==> config.mk <==
export PLATFORM = sky130hd
export DESIGN_NAME = axilite_noc_req_sched
export DESIGN_NICKNAME = d
export VERILOG_FILES = /design/src/rtl/axilite_noc_req_sched_pkg.sv /design/src/rtl/axilite_tag_alloc.sv /design/src/rtl/axilite_noc_req_sched.sv
export SDC_FILE = /design/constraint.sdc
export NUM_CORES = 1
export LEC_CHECK = 0
export BUFFER_PORTS_ARGS = -buffer_cell sky130_fd_sc_hd__buf_2
export CAP_MARGIN = 20
export CELL_PAD_IN_SITES_DETAIL_PLACEMENT = 1
export CELL_PAD_IN_SITES_GLOBAL_PLACEMENT = 2
export CORE_UTILIZATION = 25
export CTS_CLUSTER_DIAMETER = 120
export DETAILED_ROUTE_END_ITERATION = 7
export PLACE_DENSITY_LB_ADDON = 0.2
export REMOVE_ABC_BUFFERS = 1
export SETUP_SLACK_MARGIN = 0.05
export SYNTH_ARGS = -nofsm -noshare
export SYNTH_HDL_FRONTEND = slang
export SYNTH_SLANG_ARGS = --single-unit
==> constraint.sdc <==
create_clock -name clk -period 6.1 [get_ports clk]
set_clock_uncertainty 0.05 [all_clocks]
set_input_delay 0.61 -clock clk [delete_from_list [all_inputs] [get_ports clk]]
set_output_delay 0.61 -clock clk [all_outputs]
set_load 0.03 [all_outputs]
==> src/rtl/axilite_noc_req_sched_pkg.sv <==
// Shared encodings for the AXI-lite request scheduler: message types, the
// default MSHR tag width and descriptor field widths.
package axilite_noc_req_sched_pkg;

    localparam int unsigned DEF_TAG_W  = 3;
    localparam int unsigned DEF_ADDR_W = 64;
    localparam int unsigned DEF_DATA_W = 64;
    localparam int unsigned TYPE_W     = 2;

    localparam logic [TYPE_W-1:0] TYPE_LOAD  = 2'd1;
    localparam logic [TYPE_W-1:0] TYPE_STORE = 2'd2;

    // Round-robin pointer: which side wins when both channels request.
    typedef enum logic {
        RR_STORE = 1'b0,
        RR_LOAD  = 1'b1
    } rr_side_e;

endpackage

==> src/rtl/axilite_tag_alloc.sv <==
// MSHR tag allocator: free bitmap, lowest-free priority encoder and the
// per-tag record of the message type issued on it.
module axilite_tag_alloc
    import axilite_noc_req_sched_pkg::*;
#(
    parameter int unsigned TAG_W = DEF_TAG_W
) (
    input  logic                      clk,
    input  logic                      rst_n,
    input  logic                      alloc_en,
    input  logic [TYPE_W-1:0]         alloc_type,
    input  logic                      free_en,
    input  logic [TAG_W-1:0]          free_tag,
    output logic [TAG_W-1:0]          alloc_tag,
    output logic                      any_free,
    output logic [(1<<TAG_W)-1:0]     tag_busy,
    output logic [TYPE_W-1:0]         freed_type
);

    localparam int unsigned NUM_TAGS = 1 << TAG_W;

    logic [NUM_TAGS-1:0] busy_q, busy_d;
    logic [TYPE_W-1:0]   tag_type_q [NUM_TAGS];
    logic [TYPE_W-1:0]   tag_type_d [NUM_TAGS];

    // Encoder sees only the start-of-cycle bitmap, so a tag freed this
    // cycle cannot be handed out again until the next one.
    always_comb begin
        alloc_tag = '0;
        any_free  = 1'b0;
        for (int unsigned i = 0; i < NUM_TAGS; i++) begin
            if (!busy_q[i] && !any_free) begin
                alloc_tag = TAG_W'(i);
                any_free  = 1'b1;
            end
        end
    end

    always_comb begin
        busy_d     = busy_q;
        tag_type_d = tag_type_q;
        if (alloc_en) begin
            busy_d[alloc_tag]     = 1'b1;
            tag_type_d[alloc_tag] = alloc_type;
        end
        if (free_en) begin
            busy_d[free_tag] = 1'b0;
        end
    end

    always_ff @(posedge clk or negedge rst_n) begin
        if (!rst_n) begin
            busy_q <= '0;
            for (int unsigned i = 0; i < NUM_TAGS; i++) begin
                tag_type_q[i] <= '0;
            end
        end else begin
            busy_q     <= busy_d;
            tag_type_q <= tag_type_d;
        end
    end

    assign tag_busy   = busy_q;
    assign freed_type = tag_type_q[free_tag];

endmodule

==> src/rtl/axilite_noc_req_sched.sv <==
// Store/load request scheduler: round-robin arbitration, MSHR tag allocation,
// one-deep descriptor output register and completion retirement.
module axilite_noc_req_sched
    import axilite_noc_req_sched_pkg::*;
#(
    parameter int unsigned ADDR_W    = DEF_ADDR_W,
    parameter int unsigned DATA_W    = DEF_DATA_W,
    parameter int unsigned TAG_W     = DEF_TAG_W,
    parameter int unsigned MAX_OUTST = 8
) (
    input  logic                  clk,
    input  logic                  rst_n,
    input  logic                  wr_valid,
    output logic                  wr_ready,
    input  logic [ADDR_W-1:0]     wr_addr,
    input  logic [DATA_W-1:0]     wr_data,
    input  logic [DATA_W/8-1:0]   wr_strb,
    input  logic                  rd_valid,
    output logic                  rd_ready,
    input  logic [ADDR_W-1:0]     rd_addr,
    output logic                  iss_valid,
    input  logic                  iss_ready,
    output logic [1:0]            iss_type,
    output logic [TAG_W-1:0]      iss_mshrid,
    output logic [ADDR_W-1:0]     iss_addr,
    output logic [DATA_W-1:0]     iss_data,
    output logic [DATA_W/8-1:0]   iss_strb,
    input  logic                  rsp_valid,
    input  logic [TAG_W-1:0]      rsp_mshrid,
    output logic                  cpl_valid,
    output logic [1:0]            cpl_type,
    output logic [TAG_W-1:0]      cpl_mshrid,
    output logic [TAG_W:0]        outst_cnt,
    output logic                  err_spurious
);

    localparam int unsigned   NUM_TAGS = 1 << TAG_W;
    localparam logic [TAG_W:0] MAX_CNT = (TAG_W+1)'(MAX_OUTST);

    logic                  can_alloc, grant_wr, grant_rd, grant, rsp_hit;
    logic [TYPE_W-1:0]     grant_type, freed_type;
    logic [TAG_W-1:0]      alloc_tag;
    logic                  any_free;
    logic [NUM_TAGS-1:0]   tag_busy;

    rr_side_e              rr_q, rr_d;
    logic                  iss_valid_q, iss_valid_d;
    logic [TYPE_W-1:0]     iss_type_q, iss_type_d;
    logic [TAG_W-1:0]      iss_mshrid_q, iss_mshrid_d;
    logic [ADDR_W-1:0]     iss_addr_q, iss_addr_d;
    logic [DATA_W-1:0]     iss_data_q, iss_data_d;
    logic [DATA_W/8-1:0]   iss_strb_q, iss_strb_d;
    logic [TAG_W:0]        outst_cnt_q, outst_cnt_d;
    logic                  cpl_valid_q, cpl_valid_d;
    logic [TYPE_W-1:0]     cpl_type_q, cpl_type_d;
    logic [TAG_W-1:0]      cpl_mshrid_q, cpl_mshrid_d;
    logic                  err_q, err_d;

    axilite_tag_alloc #(.TAG_W(TAG_W)) u_tag_alloc (
        .clk        (clk),
        .rst_n      (rst_n),
        .alloc_en   (grant),
        .alloc_type (grant_type),
        .free_en    (rsp_hit),
        .free_tag   (rsp_mshrid),
        .alloc_tag  (alloc_tag),
        .any_free   (any_free),
        .tag_busy   (tag_busy),
        .freed_type (freed_type)
    );

    always_comb begin
        can_alloc = (!iss_valid_q || iss_ready) && (outst_cnt_q < MAX_CNT) && any_free;
        grant_wr  = 1'b0;
        grant_rd  = 1'b0;
        if (can_alloc) begin
            if (wr_valid && rd_valid) begin
                grant_wr = (rr_q == RR_STORE);
                grant_rd = (rr_q == RR_LOAD);
            end else begin
                grant_wr = wr_valid;
                grant_rd = rd_valid;
            end
        end
        grant      = grant_wr || grant_rd;
        grant_type = grant_wr ? TYPE_STORE : TYPE_LOAD;
        rsp_hit    = rsp_valid && tag_busy[rsp_mshrid];
    end

    always_comb begin
        rr_d         = rr_q;
        iss_valid_d  = iss_valid_q;
        iss_type_d   = iss_type_q;
        iss_mshrid_d = iss_mshrid_q;
        iss_addr_d   = iss_addr_q;
        iss_data_d   = iss_data_q;
        iss_strb_d   = iss_strb_q;
        outst_cnt_d  = outst_cnt_q;

        // Any grant points the pointer at the side that did not win.
        if (grant_wr) begin
            rr_d = RR_LOAD;
        end else if (grant_rd) begin
            rr_d = RR_STORE;
        end

        if (grant) begin
            iss_valid_d  = 1'b1;
            iss_type_d   = grant_type;
            iss_mshrid_d = alloc_tag;
            iss_addr_d   = grant_wr ? wr_addr : rd_addr;
            iss_data_d   = grant_wr ? wr_data : '0;
            iss_strb_d   = grant_wr ? wr_strb : '0;
        end else if (iss_ready) begin
            iss_valid_d  = 1'b0;
        end

        case ({grant, rsp_hit})
            2'b10:   outst_cnt_d = outst_cnt_q + (TAG_W+1)'(1);
            2'b01:   outst_cnt_d = outst_cnt_q - (TAG_W+1)'(1);
            default: outst_cnt_d = outst_cnt_q;
        endcase

        cpl_valid_d  = rsp_hit;
        cpl_type_d   = freed_type;
        cpl_mshrid_d = rsp_mshrid;
        err_d        = err_q || (rsp_valid && !rsp_hit);
    end

    always_ff @(posedge clk or negedge rst_n) begin
        if (!rst_n) begin
            rr_q         <= RR_STORE;
            iss_valid_q  <= 1'b0;
            iss_type_q   <= '0;
            iss_mshrid_q <= '0;
            iss_addr_q   <= '0;
            iss_data_q   <= '0;
            iss_strb_q   <= '0;
            outst_cnt_q  <= '0;
            cpl_valid_q  <= 1'b0;
            cpl_type_q   <= '0;
            cpl_mshrid_q <= '0;
            err_q        <= 1'b0;
        end else begin
            rr_q         <= rr_d;
            iss_valid_q  <= iss_valid_d;
            iss_type_q   <= iss_type_d;
            iss_mshrid_q <= iss_mshrid_d;
            iss_addr_q   <= iss_addr_d;
            iss_data_q   <= iss_data_d;
            iss_strb_q   <= iss_strb_d;
            outst_cnt_q  <= outst_cnt_d;
            cpl_valid_q  <= cpl_valid_d;
            cpl_type_q   <= cpl_type_d;
            cpl_mshrid_q <= cpl_mshrid_d;
            err_q        <= err_d;
        end
    end

    assign wr_ready     = grant_wr;
    assign rd_ready     = grant_rd;
    assign iss_valid    = iss_valid_q;
    assign iss_type     = iss_type_q;
    assign iss_mshrid   = iss_mshrid_q;
    assign iss_addr     = iss_addr_q;
    assign iss_data     = iss_data_q;
    assign iss_strb     = iss_strb_q;
    assign outst_cnt    = outst_cnt_q;
    assign cpl_valid    = cpl_valid_q;
    assign cpl_type     = cpl_type_q;
    assign cpl_mshrid   = cpl_mshrid_q;
    assign err_spurious = err_q;

endmodule
==> results.yml, run 1 <==
drt:
  detail_route.vias_per_cell: 4.73
  drt_first_pass_iters: 4
  routed-via-count: 6385
  route.met3.wl_um: 2080
  drt_wirelength_um: 26700
  drt_first_iter_violations: 269
  drt.antenna.violating_nets: 0
  wirelength_per_cell_um: 19.8
  top_layer_used: "met5"
  post-route-drc-count: 0
  routed-wl-met2_um: 13100
  met1Wirelength_um: 11000
sta:
  hold-worst-slack_ns: 0.207
  worst_pin_slew_ns: 0.902
  setup_total_negative_slack_ns: 0
  relSlewSlack_pct: 39.8
  finalMaxSlewViolations: 0
  final-setup-viol-count: 0
  timing.fmax_mhz: 269
  period_share_pct: 60.9
  report.final.hold_viol_count: 0
  post-route-min-period_ns: 3.72
  rsz0062_at_grt: "false"
setup_path:
  worst_setup_path_end_kind: "flop"
  critical_path.reg2reg.startpoint: "u_tag_alloc.tag_busy[0]"
  critical-path-slowest-cell: "sky130_fd_sc_hd__inv_4"
  worst-endpoint-required_ns: 6.35
  timing.setup.critical_path_class: "flop to flop"
  rr_endpoint: "outst_cnt[2]"
  r2r_cells: 12
  critPathMostFrequentCell: "sky130_fd_sc_hd__xor2_1"
  reg2reg_setup_slack_ns: 2.38
  timing.critical_path.cells: "nand4_4 > nor3_4 > buf_4 > nor2_1 > inv_4 > ha_1 > xor2_1 > ha_1 > a21oi_1 > xor2_1 > nor2_1 > xor2_1"
  cp_arrival_ns: 3.97
  crit_fanout: 70
  startpoint_type: "flop"
  slowest_delay_ns: 0.57
job:
  max-cap-violations: 0
clock_tree:
  cts-root-to-sink-buffers: 2
  root_buffer_selected_by_cts: "sky130_fd_sc_hd__clkbuf_16"
  cts_made_buffers: 17
  cts_hold_buffers: 0
  cts_tree: "built"
  clock_tree.htree_level_count: 4
  clock_insertion_delay_at_the_later_pin_of_the_skew_report_ns: 0.42
  postCtsResizedCells: 0
  cts.sink_count: 177
  post_cts_setup_buffer_count: 0
  clock_transition_at_the_registers_of_the_reported_paths_ns: 0.08
finish:
  area_of_all_placed_cells_without_fillers_mm2: 0.0103
  layout.nets: 1157
  area_growth_pct: 36.4
  final_layout_size_suffix_gt1_share_pct: 45.2
die:
  core-area_mm2: 0.0296
  boundaryPins: 364
  die-area_mm2: 0.0308
  dieWidth_um: 176
  placement_rows: 63
  die_h_um: 176
  initial_core_util_pct: 25.4
grt:
  track_usage_pct: 17.5
  global_route_wire_length_before_repair_um: 40900
  globalRouteOverflowTotal: 0
  grt_start_max_net_pins: 92
  grt_pass1_vias: 6782
  grt_antenna_before_repair: 4
synth:
  synth_compound_gate_area_share_pct: 20.0
  synthesis.area_mm2: 0.00753
  postSynth.asyncResetShare_pct: 100
  top_ff_cell_synth: "sky130_fd_sc_hd__dfrtp_1"
  main_combinational_cell_family_by_area_after_synthesis: "compound AO/OA/AOI/OAI gates"
  yosys-mux-area-fraction_pct: 13.3
  yosysSeqAreaShare_pct: 58.9
  synth_xor_area_share_pct: 0.582
  cells_after_synthesis: 606
  yosys.area_share.adder_pct: 0.499
  synthSimpleGateAreaFrac_pct: 2.98
  ys_warn_count: 0
  synthDistinctLibCells: 46
  syn_avg_cell_area_um2: 12.4
  synth_seq_cells: 177
  number_of_flops_mapped_to_enable_cells_by_yosys: 0
placed_design:
  place.gp.congestion: 0.772
  port-buffer-count: 363
  placedInstanceArea_mm2: 0.00966
  dp.final_hpwl_um: 18900
power_and_ir_drop:
  ir_drop_mv: 0.160
  power.density_cell_area_mw_per_mm2: 239
  power_leakage_nw: 5.53
run_status:
  status: "finished clean"
worst_hold_path:
  holdCritPathClass: "input pin to asynchronous set/reset pin"
## critical path, delay by kind of cell (launching register included)
kind / cells / cell delay [ns]
xor+xnor: 3 / 0.42
simple gates: 4 / 0.73
buf+inv: 2 / 1.13
flops: 1 / 0.53
fa+ha+maj: 2 / 0.59
compound gates: 1 / 0.14
## layout make-up
type	instances	area [um2]
Timing Repair Buffer	371	1880
Inverter	7	28.8
Multi-Input combinational cell	371	2830
Sequential cell	177	4430
Fill cell	3378	19400
Clock inverter	14	175
Clock buffer	18	429
Tap cell	390	488
Antenna cell	1	2.50
## registers in the layout, summed over array words and instances (netlist names), 3 cells and up
register	cells
iss_addr	64
iss_mshrid	3
u_tag_alloc.tag_busy	8
cpl_mshrid	3
u_tag_alloc.tag_type_q	16
iss_strb	8
outst_cnt	4
iss_data	64
## worst max path at each step
stage                                  startpoint           end  cells after the start
final                     u_tag_alloc.tag_busy[0]  outst_cnt[2]                     12
after global routing      u_tag_alloc.tag_busy[0]  outst_cnt[2]                     12
after CTS                 u_tag_alloc.tag_busy[0]  outst_cnt[2]                     12
after detailed placement  u_tag_alloc.tag_busy[0]  outst_cnt[2]                     12
after global placement    u_tag_alloc.tag_busy[0]  outst_cnt[2]                     12
after floorplan                          wr_valid      wr_ready                      4
## cell usage after synthesis, drive strengths merged, types with 2 or more instances
library cell	instances	area, um2
nand3	2	10.0
a21o	5	37.5
o31ai	2	15.0
o211ai	2	15.0
o21a	2	15.0
xnor2	2	17.5
clkbuf	21	88.8
a22o	72	631
dfrtp	177	4430
a31oi	2	12.5
inv	7	26.3
o211a	2	20.0
o21ai	134	671
nand2b	5	31.3
buf	30	173
mux2i	65	651
mux4	6	135
nor2	9	33.8
xor2	3	26.3
mux2	19	214
nand2	12	45.0
nand4	2	27.5
nor2b	3	18.8
nor3	3	20.0
a21oi	4	20.0
ha	3	37.5
## where the power goes
part	switching, mW	total [mW]	internal [mW]	leakage (nW)
sequential	0.000255	1.17	1.17	2.45
clock	0.535	1.12	0.587	0.289
combinational	0.0804	0.153	0.0724	2.79
## logic make-up (layout without fill, tap and decap cells)
family          Yosys count  count (layout)
compound gates          232             232
flops                   177             177
mux                      90              90
buf+inv                  58             410
simple gates             41              41
xor+xnor                  5               5
fa+ha+maj                 3               3
other cells               0               1
## routing by layer
metal	track usage, %	vias up
met4	5.62	8
li1	-	2911
met2	29.3	228
met5	0	-
met1	21.1	3203
met3	5.87	35
## layout by cell type, fill, tap and decap left out, drive strengths merged, types with 2 or more instances in the layout
cell	instances
a21o	5
a21oi	4
a22o	72
a31oi	2
buf	371
clkbuf	18
clkinv	8
dfrtp	177
ha	3
inv	11
mux2	19
mux2i	65
mux4	6
nand2	12
nand2b	5
nand3	2
nand4	2
nor2	9
nor2b	3
nor3	3
o211a	2
o211ai	2
o21a	2
o21ai	134
o31ai	2
xnor2	2
xor2	3
## stage by stage
step	power (mW)	std cells	utilization [%]	setup slack (ns)
finish	2.45	1349	34.6	2.38
CTS	2.50	1348	34.6	2.28
floorplan	1.25	555	-	-1.08
detailed placement	1.36	1316	32.6	2.30
global route	2.55	1348	34.6	1.97
global placement	1.35	1316	32.6	2.36
(Power assumes the default switching activity.)
==> run 2: changes to the inputs <==
==> constraint.sdc (replaced) <==
create_clock -name clk -period 3.4 [get_ports clk]
set_clock_uncertainty 0.05 [all_clocks]
set_input_delay 0.34 -clock clk [delete_from_list [all_inputs] [get_ports clk]]
set_output_delay 0.34 -clock clk [all_outputs]
set_load 0.03 [all_outputs]
==> run 2 against run 1 <==
  * Sequential cell count stayed put
  * Worst setup slack worse by 1.8 ns
  * Sequential share of layout area decreased by 0.19 points
  * Combinational power increased by 81%
  * Core utilization rose by 0.16 points
  * Die area unchanged
==> results.yml, run 2 (synthesized netlist as in run 1, its figures left out) <==
sta:
  finalMaxSlewViolations: 0
  rsz0062_at_grt: "false"
  post-route-min-period_ns: 2.77
  period_share_pct: 81.4
  hold-worst-slack_ns: 0.0696
  worst_pin_slew_ns: 0.806
  relSlewSlack_pct: 46.3
  timing.fmax_mhz: 361
  report.final.hold_viol_count: 0
  setup_slack_ns: 0.633
  final-setup-viol-count: 0
grt:
  global_route_wire_length_before_repair_um: 41200
  grt_pass1_vias: 6838
  grt_antenna_before_repair: 4
  grt_start_max_net_pins: 75
  globalRouteOverflowTotal: 0
  track_usage_pct: 17.6
drt:
  drt.antenna.violating_nets: 0
  post-route-drc-count: 0
  wirelength_per_cell_um: 19.7
  routed-via-count: 6265
  drt_first_iter_violations: 244
  drt_first_pass_iters: 6
  drt_wirelength_um: 26600
  detail_route.vias_per_cell: 4.64
placed_design:
  place.gp.congestion: 0.768
  port-buffer-count: 363
  dpl_worst_slack_ns: 0.660
  placedInstanceArea_mm2: 0.00971
  dp.final_hpwl_um: 18900
die:
  initial_core_util_pct: 25.4
  core-area_mm2: 0.0296
  boundaryPins: 364
  die-area_mm2: 0.0308
  placement_rows: 63
  die_h_um: 176
  dieWidth_um: 176
power_and_ir_drop:
  ir_drop_mv: 0.318
  power.density_cell_area_mw_per_mm2: 425
  power_mw: 4.38
  power_leakage_nw: 5.56
setup_path:
  startpoint_type: "flop"
  cp_arrival_ns: 2.38
  crit_path_start: "u_tag_alloc.tag_busy[0]"
  cpLargestDelayFamily: "buffers and inverters"
  critical_path.reg2reg.startpoint: "u_tag_alloc.tag_busy[0]"
  crit_fanout: 56
  critical-path-slowest-cell: "sky130_fd_sc_hd__dfrtp_1"
  timing.critical_path.buf_inv: 2
  worst_setup_path_end_kind: "output port"
  slowest_delay_ns: 0.55
  timing.critical_path.cells: "nand4_4 > nor3_4 > buf_4 > nor3_1 > buf_2"
  timing.setup.critical_path_class: "flop to output port"
  worst-endpoint-required_ns: 3.01
clock_tree:
  clock_tree.htree_level_count: 4
  cts_tree: "built"
  cts.sink_count: 177
  clock_transition_at_the_registers_of_the_reported_paths_ns: 0.09
  root_buffer_selected_by_cts: "sky130_fd_sc_hd__clkbuf_16"
  clock_insertion_delay_at_the_later_pin_of_the_skew_report_ns: 0.43
  cts_made_buffers: 17
  cts-root-to-sink-buffers: 2
finish:
  fillerInstances: 3393
  diodes: 0
  commonest_non_fill_non_tap_cells_in_the_layout: "sky130_fd_sc_hd__buf_2 (362), sky130_fd_sc_hd__dfrtp_1 (177), sky130_fd_sc_hd__o21ai_0 (111)"
  multi_input_area_mm2: 0.00283
  fin_util_pct: 34.8
  layout.nets: 1160
  area_growth_pct: 37.0
  area_of_all_placed_cells_without_fillers_mm2: 0.0103
  seq_area_mm2: 0.00443
  final_common_cell: "sky130_fd_sc_hd__buf_2"
  final_layout_size_suffix_gt1_share_pct: 45.4
worst_hold_path:
  worstHoldStart: "wr_data[2]"
  holdCritPathClass: "input pin to flop"
run_status:
  status: "finished clean"
job:
  max-cap-violations: 0
==> run 2: cell type report <==
type	instances	share of cell area, %
clock buffers	17	4.13
clock inverters	15	1.60
inverters	7	0.279
multi-input cells	371	27.4
flip-flops and latches	177	43.0
well taps	390	4.73
repair buffers	374	18.9
==> run 2: timing repair <==
| item | CTS | global route |
|---|---|---|
| gates resized for setup | 0 | 0 |
| endpoints found under the hold margin | 72 | 0 |
| setup buffers | 0 | 0 |
| hold buffers | 1 | 0 |
==> run 2: power breakdown <==
part           total [mW]  switching [mW]  internal [mW]
registers            2.11        0.000425           2.10
clock network        1.99            1.00          0.991
logic               0.277           0.142          0.134
total                4.38            1.15           3.23
==> run 2: final timing paths <==
check / cells past startpoint / end / slack, ns
worst min-delay path: 2 / iss_data[2] / 0.07
max in group asynchronous: 3 / iss_mshrid[2] / 2.03
min in group asynchronous: 2 / iss_data[7] / 0.41
worst min register to register: 1 / err_spurious / 0.41
worst max-delay path: 5 / rd_ready / 0.63
worst max register to register: 10 / outst_cnt[2] / 0.85
==> run 2: worst reg2reg max path, stage by stage (launching register included) <==
cell                      delay [ns]
sky130_fd_sc_hd__dfrtp_1        0.51
sky130_fd_sc_hd__mux4_2         0.50
sky130_fd_sc_hd__mux2i_1        0.18
sky130_fd_sc_hd__nor2_1         0.10
sky130_fd_sc_hd__ha_1           0.26
sky130_fd_sc_hd__xor2_1         0.16
sky130_fd_sc_hd__ha_1           0.18
sky130_fd_sc_hd__a21oi_1        0.14
sky130_fd_sc_hd__xor2_1         0.16
sky130_fd_sc_hd__nor2_1         0.07
sky130_fd_sc_hd__xor2_1         0.14
==> run 2: metrics by stage <==
step	TNS (ns)	cells
finish	0	1351
global route	0	1351
CTS	0	1351
detailed placement	0	1318
global placement	0	1318
floorplan	-462.61	555
==> run 2: layer usage <==
metal  up-vias  part of all wire, %  track usage (%)
li1       2912                    -                -
met3        32                  7.5             6.32
met1      3103                   42             21.0
met2       210                   49             29.6
met5         -                 0.17                0
met4         8                  1.9             4.82
